File: config.mk
export PLATFORM = sky130hd
export DESIGN_NAME = ddr2_burst_scheduler_flat
export DESIGN_NICKNAME = d
export VERILOG_FILES = /design/src/rtl/ddr2_burst_scheduler_pkg.sv /design/src/rtl/ddr2_burst_scheduler_if.sv /design/src/rtl/ddr2_burst_scheduler_arb.sv /design/src/rtl/ddr2_burst_scheduler.sv /design/src/flat_wrapper.sv
export SDC_FILE = /design/constraint.sdc
export NUM_CORES = 1
export LEC_CHECK = 0
export ABC_CLOCK_PERIOD_IN_PS = 3600
export BUFFER_PORTS_ARGS = -buffer_cell sky130_fd_sc_hd__buf_2
export CORE_MARGIN = 2
export CORE_UTILIZATION = 54
export DETAILED_ROUTE_END_ITERATION = 8
export PLACE_DENSITY = 0.72
export RECOVER_POWER = 100
export SLEW_MARGIN = 10
export SYNTH_ARGS = -nofsm -noshare
export SYNTH_HDL_FRONTEND = slang
export SYNTH_SLANG_ARGS = --single-unit
File: constraint.sdc
create_clock -name clk -period 3.6 [get_ports clk]
set_input_delay 0.18 -clock clk [delete_from_list [all_inputs] [get_ports clk]]
set_output_delay 0.18 -clock clk [all_outputs]
set_load 0.1 [all_outputs]
File: src/rtl/ddr2_burst_scheduler_pkg.sv
// Shared types and constants for the DDR2 burst scheduler.
// Holds the FSM state encoding, the MIG command opcodes and address-width helpers.
package ddr2_sched_pkg;

  typedef enum logic [1:0] {
    S_IDLE  = 2'd0,
    S_ISSUE = 2'd1,
    S_HOLD  = 2'd2
  } sched_state_t;

  localparam logic [2:0] INSTR_WR = 3'b000;
  localparam logic [2:0] INSTR_RD = 3'b001;

  // Width of the MIG user-port byte address.
  localparam int MIG_ADDR_W = 30;

  // Natural byte-address width: burst pointer with the in-burst offset bits below it.
  function automatic int sched_addr_w(input int ptr_w, input int ofs_w);
    return ptr_w + ofs_w;
  endfunction

endpackage

File: src/rtl/ddr2_burst_scheduler_if.sv
// MIG port-0 user command bundle.
// The scheduler drives it through the master modport; the MIG (or a model) uses slave.
interface ddr2_burst_scheduler_if;

  logic        p0_cmd_en;
  logic [2:0]  p0_cmd_instr;
  logic [29:0] p0_cmd_byte_addr;
  logic [5:0]  p0_cmd_bl;
  logic        p0_cmd_full;

  modport master (
    output p0_cmd_en,
    output p0_cmd_instr,
    output p0_cmd_byte_addr,
    output p0_cmd_bl,
    input  p0_cmd_full
  );

  modport slave (
    input  p0_cmd_en,
    input  p0_cmd_instr,
    input  p0_cmd_byte_addr,
    input  p0_cmd_bl,
    output p0_cmd_full
  );

endinterface

File: src/rtl/ddr2_burst_scheduler_arb.sv
// Two-way round-robin arbiter: req[0] = write engine, req[1] = read engine.
// On a tie the side that did not win last time is chosen.
// After reset the last winner is read, so write wins the first tie.
module ddr2_rr_arb2 (
  input  logic       clk,
  input  logic       reset,
  input  logic [1:0] req,
  input  logic       advance,
  output logic [1:0] win
);

  logic last_winner_reg;  // 0 = write, 1 = read

  // One-hot winner selection; a tie goes to the side opposite the last winner.
  always_comb begin
    win = 2'b00;
    case (req)
      2'b01:   win = 2'b01;
      2'b10:   win = 2'b10;
      2'b11:   win = last_winner_reg ? 2'b01 : 2'b10;
      default: win = 2'b00;
    endcase
  end

  // Remember who won whenever the scheduler commits to a grant.
  always_ff @(posedge clk) begin
    if (reset) begin
      last_winner_reg <= 1'b1;
    end else if (advance && (win != 2'b00)) begin
      last_winner_reg <= win[1];
    end
  end

endmodule

File: src/rtl/ddr2_burst_scheduler.sv
// DDR2 circular-FIFO burst scheduler.
// Arbitrates the MIG port-0 command path between a write engine and a read engine.
// It owns the burst pointers and the stored-burst level, so it never writes into a
// full FIFO and never reads from an empty one.
// Optional macro DDR2_SCHED_STATS_EN adds saturating burst and stall counters.
module ddr2_burst_scheduler
  import ddr2_sched_pkg::*;
#(
  parameter int BURST_LEN = 32,
  parameter int PTR_W     = 20,
  parameter int OFS_W     = 7
) (
  input  logic                   clk,
  input  logic                   reset,
  input  logic                   calib_done,
  input  logic                   wr_req,
  output logic                   wr_gnt,
  input  logic                   rd_req,
  output logic                   rd_gnt,
  ddr2_burst_scheduler_if.master mig,
  output logic [PTR_W:0]         level,
  output logic                   full,
  output logic                   empty
`ifdef DDR2_SCHED_STATS_EN
  ,
  output logic [31:0]            wr_bursts,
  output logic [31:0]            rd_bursts,
  output logic [31:0]            stall_cycles
`endif
);

  localparam int             ADDR_FULL_W = sched_addr_w(PTR_W, OFS_W);
  localparam logic [PTR_W:0] LEVEL_MAX   = {1'b1, {PTR_W{1'b0}}};
  localparam logic [5:0]     BL_VAL      = 6'(BURST_LEN - 1);

  sched_state_t                 state_reg, state_next;
  logic [PTR_W-1:0]             wr_ptr_reg, rd_ptr_reg;
  logic [PTR_W:0]               level_reg;
  logic                         is_rd_reg;
  logic [2:0]                   instr_reg;
  logic [MIG_ADDR_W-1:0]        addr_reg;
  logic                         cmd_en_reg, wr_gnt_reg, rd_gnt_reg;

  logic [1:0]                   elig, win;
  logic                         start, issue;
  logic [PTR_W-1:0]             sel_ptr;
  logic [ADDR_FULL_W-1:0]       full_addr;
  logic [MIG_ADDR_W-1:0]        addr_next;

  // Status is taken from registered state only.
  assign empty = (level_reg == '0);
  assign full  = (level_reg == LEVEL_MAX);
  assign level = level_reg;

  assign elig  = {rd_req && !empty, wr_req && !full};
  assign start = (state_reg == S_IDLE) && calib_done && (elig != 2'b00);
  assign issue = (state_reg == S_ISSUE) && !mig.p0_cmd_full;

  ddr2_rr_arb2 u_arb (
    .clk     (clk),
    .reset   (reset),
    .req     (elig),
    .advance (start),
    .win     (win)
  );

  // Byte address of the winning pointer: zero-extend or truncate to the MIG width.
  assign sel_ptr   = win[1] ? rd_ptr_reg : wr_ptr_reg;
  assign full_addr = {sel_ptr, {OFS_W{1'b0}}};
  for (genvar gi = 0; gi < MIG_ADDR_W; gi++) begin : g_addr
    if (gi < ADDR_FULL_W) begin : g_bit
      assign addr_next[gi] = full_addr[gi];
    end else begin : g_zero
      assign addr_next[gi] = 1'b0;
    end
  end

  // Next-state logic: IDLE -> ISSUE on an eligible request, ISSUE -> HOLD once the MIG accepts, HOLD -> IDLE.
  always_comb begin
    state_next = state_reg;
    case (state_reg)
      S_IDLE:  if (start) state_next = S_ISSUE;
      S_ISSUE: if (!mig.p0_cmd_full) state_next = S_HOLD;
      S_HOLD:  state_next = S_IDLE;
      default: state_next = S_IDLE;
    endcase
  end

  // State, latched command, registered strobes, pointers and level.
  always_ff @(posedge clk) begin
    if (reset) begin
      state_reg  <= S_IDLE;
      wr_ptr_reg <= '0;
      rd_ptr_reg <= '0;
      level_reg  <= '0;
      is_rd_reg  <= 1'b0;
      instr_reg  <= INSTR_WR;
      addr_reg   <= '0;
      cmd_en_reg <= 1'b0;
      wr_gnt_reg <= 1'b0;
      rd_gnt_reg <= 1'b0;
    end else begin
      state_reg  <= state_next;
      cmd_en_reg <= issue;
      wr_gnt_reg <= issue && !is_rd_reg;
      rd_gnt_reg <= issue && is_rd_reg;
      if (start) begin
        is_rd_reg <= win[1];
        instr_reg <= win[1] ? INSTR_RD : INSTR_WR;
        addr_reg  <= addr_next;
      end
      if (issue) begin
        if (is_rd_reg) begin
          rd_ptr_reg <= rd_ptr_reg + 1'b1;
          level_reg  <= level_reg - 1'b1;
        end else begin
          wr_ptr_reg <= wr_ptr_reg + 1'b1;
          level_reg  <= level_reg + 1'b1;
        end
      end
    end
  end

  assign mig.p0_cmd_en        = cmd_en_reg;
  assign mig.p0_cmd_instr     = instr_reg;
  assign mig.p0_cmd_byte_addr = addr_reg;
  assign mig.p0_cmd_bl        = BL_VAL;
  assign wr_gnt               = wr_gnt_reg;
  assign rd_gnt               = rd_gnt_reg;

`ifdef DDR2_SCHED_STATS_EN
  logic [31:0] wr_bursts_reg, rd_bursts_reg, stall_cycles_reg;

  // Saturating counters for granted bursts and for cycles blocked by a full MIG command FIFO.
  always_ff @(posedge clk) begin
    if (reset) begin
      wr_bursts_reg    <= '0;
      rd_bursts_reg    <= '0;
      stall_cycles_reg <= '0;
    end else begin
      if (wr_gnt_reg && (wr_bursts_reg != '1)) wr_bursts_reg <= wr_bursts_reg + 1'b1;
      if (rd_gnt_reg && (rd_bursts_reg != '1)) rd_bursts_reg <= rd_bursts_reg + 1'b1;
      if ((state_reg == S_ISSUE) && mig.p0_cmd_full && (stall_cycles_reg != '1))
        stall_cycles_reg <= stall_cycles_reg + 1'b1;
    end
  end

  assign wr_bursts    = wr_bursts_reg;
  assign rd_bursts    = rd_bursts_reg;
  assign stall_cycles = stall_cycles_reg;
`endif

endmodule

File: src/flat_wrapper.sv
// flat-port wrapper written by rule: the top's interface ports become plain ports
module ddr2_burst_scheduler_flat import ddr2_sched_pkg::*;
#(
  parameter int BURST_LEN = 32,
  parameter int PTR_W     = 20,
  parameter int OFS_W     = 7
)
  (clk, reset, calib_done, wr_req, wr_gnt, rd_req, rd_gnt, level, full, empty, mig_p0_cmd_en, mig_p0_cmd_instr, mig_p0_cmd_byte_addr, mig_p0_cmd_bl, mig_p0_cmd_full);
  ddr2_burst_scheduler_if mig_i ();
  input  logic clk;
  input  logic reset;
  input  logic calib_done;
  input  logic wr_req;
  output logic wr_gnt;
  input  logic rd_req;
  output logic rd_gnt;
  output logic [PTR_W:0] level;
  output logic full;
  output logic empty;
  output wire logic [$bits(mig_i.p0_cmd_en)-1:0] mig_p0_cmd_en;
  output wire logic [$bits(mig_i.p0_cmd_instr)-1:0] mig_p0_cmd_instr;
  output wire logic [$bits(mig_i.p0_cmd_byte_addr)-1:0] mig_p0_cmd_byte_addr;
  output wire logic [$bits(mig_i.p0_cmd_bl)-1:0] mig_p0_cmd_bl;
  input wire logic [$bits(mig_i.p0_cmd_full)-1:0] mig_p0_cmd_full;
  assign mig_p0_cmd_en = mig_i.p0_cmd_en;
  assign mig_p0_cmd_instr = mig_i.p0_cmd_instr;
  assign mig_p0_cmd_byte_addr = mig_i.p0_cmd_byte_addr;
  assign mig_p0_cmd_bl = mig_i.p0_cmd_bl;
  assign mig_i.p0_cmd_full = mig_p0_cmd_full;
  ddr2_burst_scheduler #(.BURST_LEN(BURST_LEN), .PTR_W(PTR_W), .OFS_W(OFS_W)) u_core (.clk(clk), .reset(reset), .calib_done(calib_done), .wr_req(wr_req), .wr_gnt(wr_gnt), .rd_req(rd_req), .rd_gnt(rd_gnt), .mig(mig_i), .level(level), .full(full), .empty(empty));
endmodule
==> metrics <==
status complete, no violations; H-tree levels 3; RSZ-0062 raised after global routing no; DRC 0; max reg flops 21; clock root cell clkbuf_8; Die H 98.25 um; fillers 857; CTS tree done; pin count of the biggest net entering global routing 42; Max Buffers Root-to-Sink 2; VDD IR max 0.0002480 V; Worst Path Class, Setup reg -> reg; reg-to-reg startpoint u_core.is_rd_reg$_SDFFE_PP0P_; Yosys cell types 59; Cells after Synth 557; hold depth 3; RR Endpoint u_core.wr_ptr_reg[19]$_SDFFE_PP0P_; Setup-failing EPs final 0; Slew Limit Headroom 5.961%; hold_buf cts 0; initial DRC count 140; Avg Inst Size Synth 8.612 um2; commonest non-fill, non-tap cell in the layout dfxtp_1; port buffer count 52; Post-Syn Area 4797 um2; Reg clk slew, reported paths 0.09 ns; All-Layer GR Usage 22.23%; antenna-violating nets left 0; top cells by area, synth dfxtp_1 37%, nor2_1 6.3%, xor2_1 5.7%, ha_1 5.5%, mux2i_1 4.4%; Yosys top cell by area dfxtp_1; ys async rst share 0%; Most used DFF post-synth dfxtp_1; initial core utilization 55.28%; initial antenna violation count 0; clock power share 33.4%; clock latency at the later pin of the worst-skew pair 0.36 ns; Final WS setup 0.6937 ns; most frequent cells in the layout 88 x dfxtp_1, 82 x nor2_1, 49 x nand2_1; FF-to-FF setup slack 0.69 ns; leakage power 1.961 nW; first-pass GRT wire length 17770 um; CP Launch Type register; Placeable Area 8678 um2; Slew @ Worst Pin 1.411 ns; vias in the first global route 3806; final WL 10560 um; drt first pass iters 4; clock sink count 88; Worst EP required 3.84 ns; adder-cell area share of the yosys netlist 5.895%; Comb pwr share 21.7%; setup TNS 0 ns; Via density 5.736; Final period util 80.73%; synthesis warning total 0; simple-gate share of the synthesized area 22.74%; CP Max Fanout 11; nets@finish 624; Critical Path Sink u_core.wr_ptr_reg[19]$_SDFFE_PP0P_; path depth of the worst reg2reg path 8; WL/cell 14.91 um; Layout area overhead 6.390%; RePlAce Congestion 0.9422; via count 4061; post-synthesis sequential area ratio 36.72%; skew final 0.009333 ns; CP Data Arrival Time 3.15 ns; sequential group share of total power 44.9%; final number of max-transition violations 0; crit path capture type register; ANT cells 0; # IOs 71; PD cells 446.3 nW/um2; largest family of logic cells by synthesized area simple AND/OR/NAND/NOR gates; std cell rows 34; GRT overflow 0; internal power 1.473 mW; Setup Fix Bufs, Post-CTS 0; fraction of the mapped netlist area in compound gates 15.75%; die width 98.25 um; final hold vios 0; CTS buffer count 9; mux share of post-synthesis cell area 4.382%; EDFF count, synth 0; Hold WS 0.1612 ns; DIE AREA 9653 um2; post-DP HPWL 7472 um; crit path time final 2.906 ns; Resized cells post-CTS 0; sw frac 35.33%; setup slack at placement 1.043 ns; Synth top area share 36.72%; share of cells above drive strength 1 4.167%; Psw 0.8047 mW; crit path from u_core.is_rd_reg$_SDFFE_PP0P_; register bit total from synthesis 88; Max-Cap Viols 0; Max Fclk 344.1 MHz; post-synthesis xor/xnor area fraction 8.399%; Min-Delay Path Class in -> reg
## cells in the mapped netlist (2+ instances only)
cell / count
dfxtp_1: 88
nor2_1: 80
nand2_1: 48
xor2_1: 31
a21oi_1: 28
a211oi_1: 26
o21ai_0: 22
buf_4: 21
ha_1: 21
mux2i_1: 21
clkbuf_1: 19
nand3_1: 15
xnor2_1: 15
nand4_1: 11
a21o_1: 9
a31oi_1: 6
and3_1: 6
o21a_1: 6
and2_1: 5
and4_1: 5
inv_1: 5
nand3b_1: 5
nor4_1: 5
nor3_1: 4
buf_2: 3
nand2b_1: 3
nand4b_1: 3
nor2b_1: 3
o21ai_1: 3
or3_1: 3
or4_1: 3
buf_6: 2
conb_1: 2
nor2_2: 2
nor3b_1: 2
o31ai_1: 2
o31ai_2: 2
## worst max-delay path: stages, from the launching register on
cell	delay [ns]
dfxtp_1	0.45
clkbuf_1	0.27
nor4b_1	0.80
and4_1	0.47
nand2_1	0.20
nor2_1	0.24
nand4_1	0.14
xor2_1	0.15
nor2_1	0.06
## cell type report
type,instances,area [um2],share of cell area [%]
clock buffer,9,123.9,2.427
clock inverter,6,93.84,1.839
inverter,5,18.77,0.3677
multi-input combinational,435,2735,53.59
sequential,88,1762,34.52
tap,108,135.1,2.648
timing repair buffer,57,235.2,4.609
## routing by layer
layer / vias to the layer above / wire (um) / global-route usage [%]
met3: 23 / 473 / 3.006
li1: 2021 / - / -
met5: - / 0 / 0
met2: 104 / 4676 / 35.35
met4: 0 / 244 / 8.746
met1: 1913 / 5165 / 30.75
## how the worst min path moves through the flow
stage	from	slack, ns	to
after CTS	reset	0.16	u_core.rd_ptr_reg[12]$_SDFFE_PP0P_
after global routing	mig_p0_cmd_full	0.17	u_core.state_reg[0]$_SDFFE_PP0P_
after detailed placement	u_core.u_arb.last_winner_reg$_SDFFE_PP1P_	0.48	u_core.u_arb.last_winner_reg$_SDFFE_PP1P_
final	mig_p0_cmd_full	0.16	u_core.state_reg[0]$_SDFFE_PP0P_
after floorplan	mig_p0_cmd_full	0.35	u_core.state_reg[0]$_SDFFE_PP0P_
after global placement	u_core.level[13]$_SDFFE_PP0P_	0.47	u_core.level[13]$_SDFFE_PP0P_
## through the flow
stage	cell area [um2]	instances	util, %	power [mW]
after floorplan	4857	573	-	1.506
after global placement	5024	693	57.89	1.545
after detailed placement	5024	693	57.89	1.550
after CTS	5241	708	60.39	2.302
after global routing	5104	708	58.81	2.348
final	5104	708	58.81	2.278
## cells by family after synthesis
family | after synthesis
XOR/XNOR | 46
other | 2
adder cells (fa/ha/maj) | 22
buffers and inverters | 50
multiplexers | 21
flip-flops | 88
AND/OR/NAND/NOR | 213
AO/OA/AOI/OAI | 115
## power by group through the flow
stage	Sequential (mW)	Clock [mW]	Combinational (mW)
CTS	1.02	0.774	0.505
detailed placement	1.05	0	0.504
global placement	1.04	0	0.501
finish	1.02	0.761	0.494
global route	1.03	0.803	0.518
floorplan	1.22	0	0.282
(Power assumes the default switching activity.)
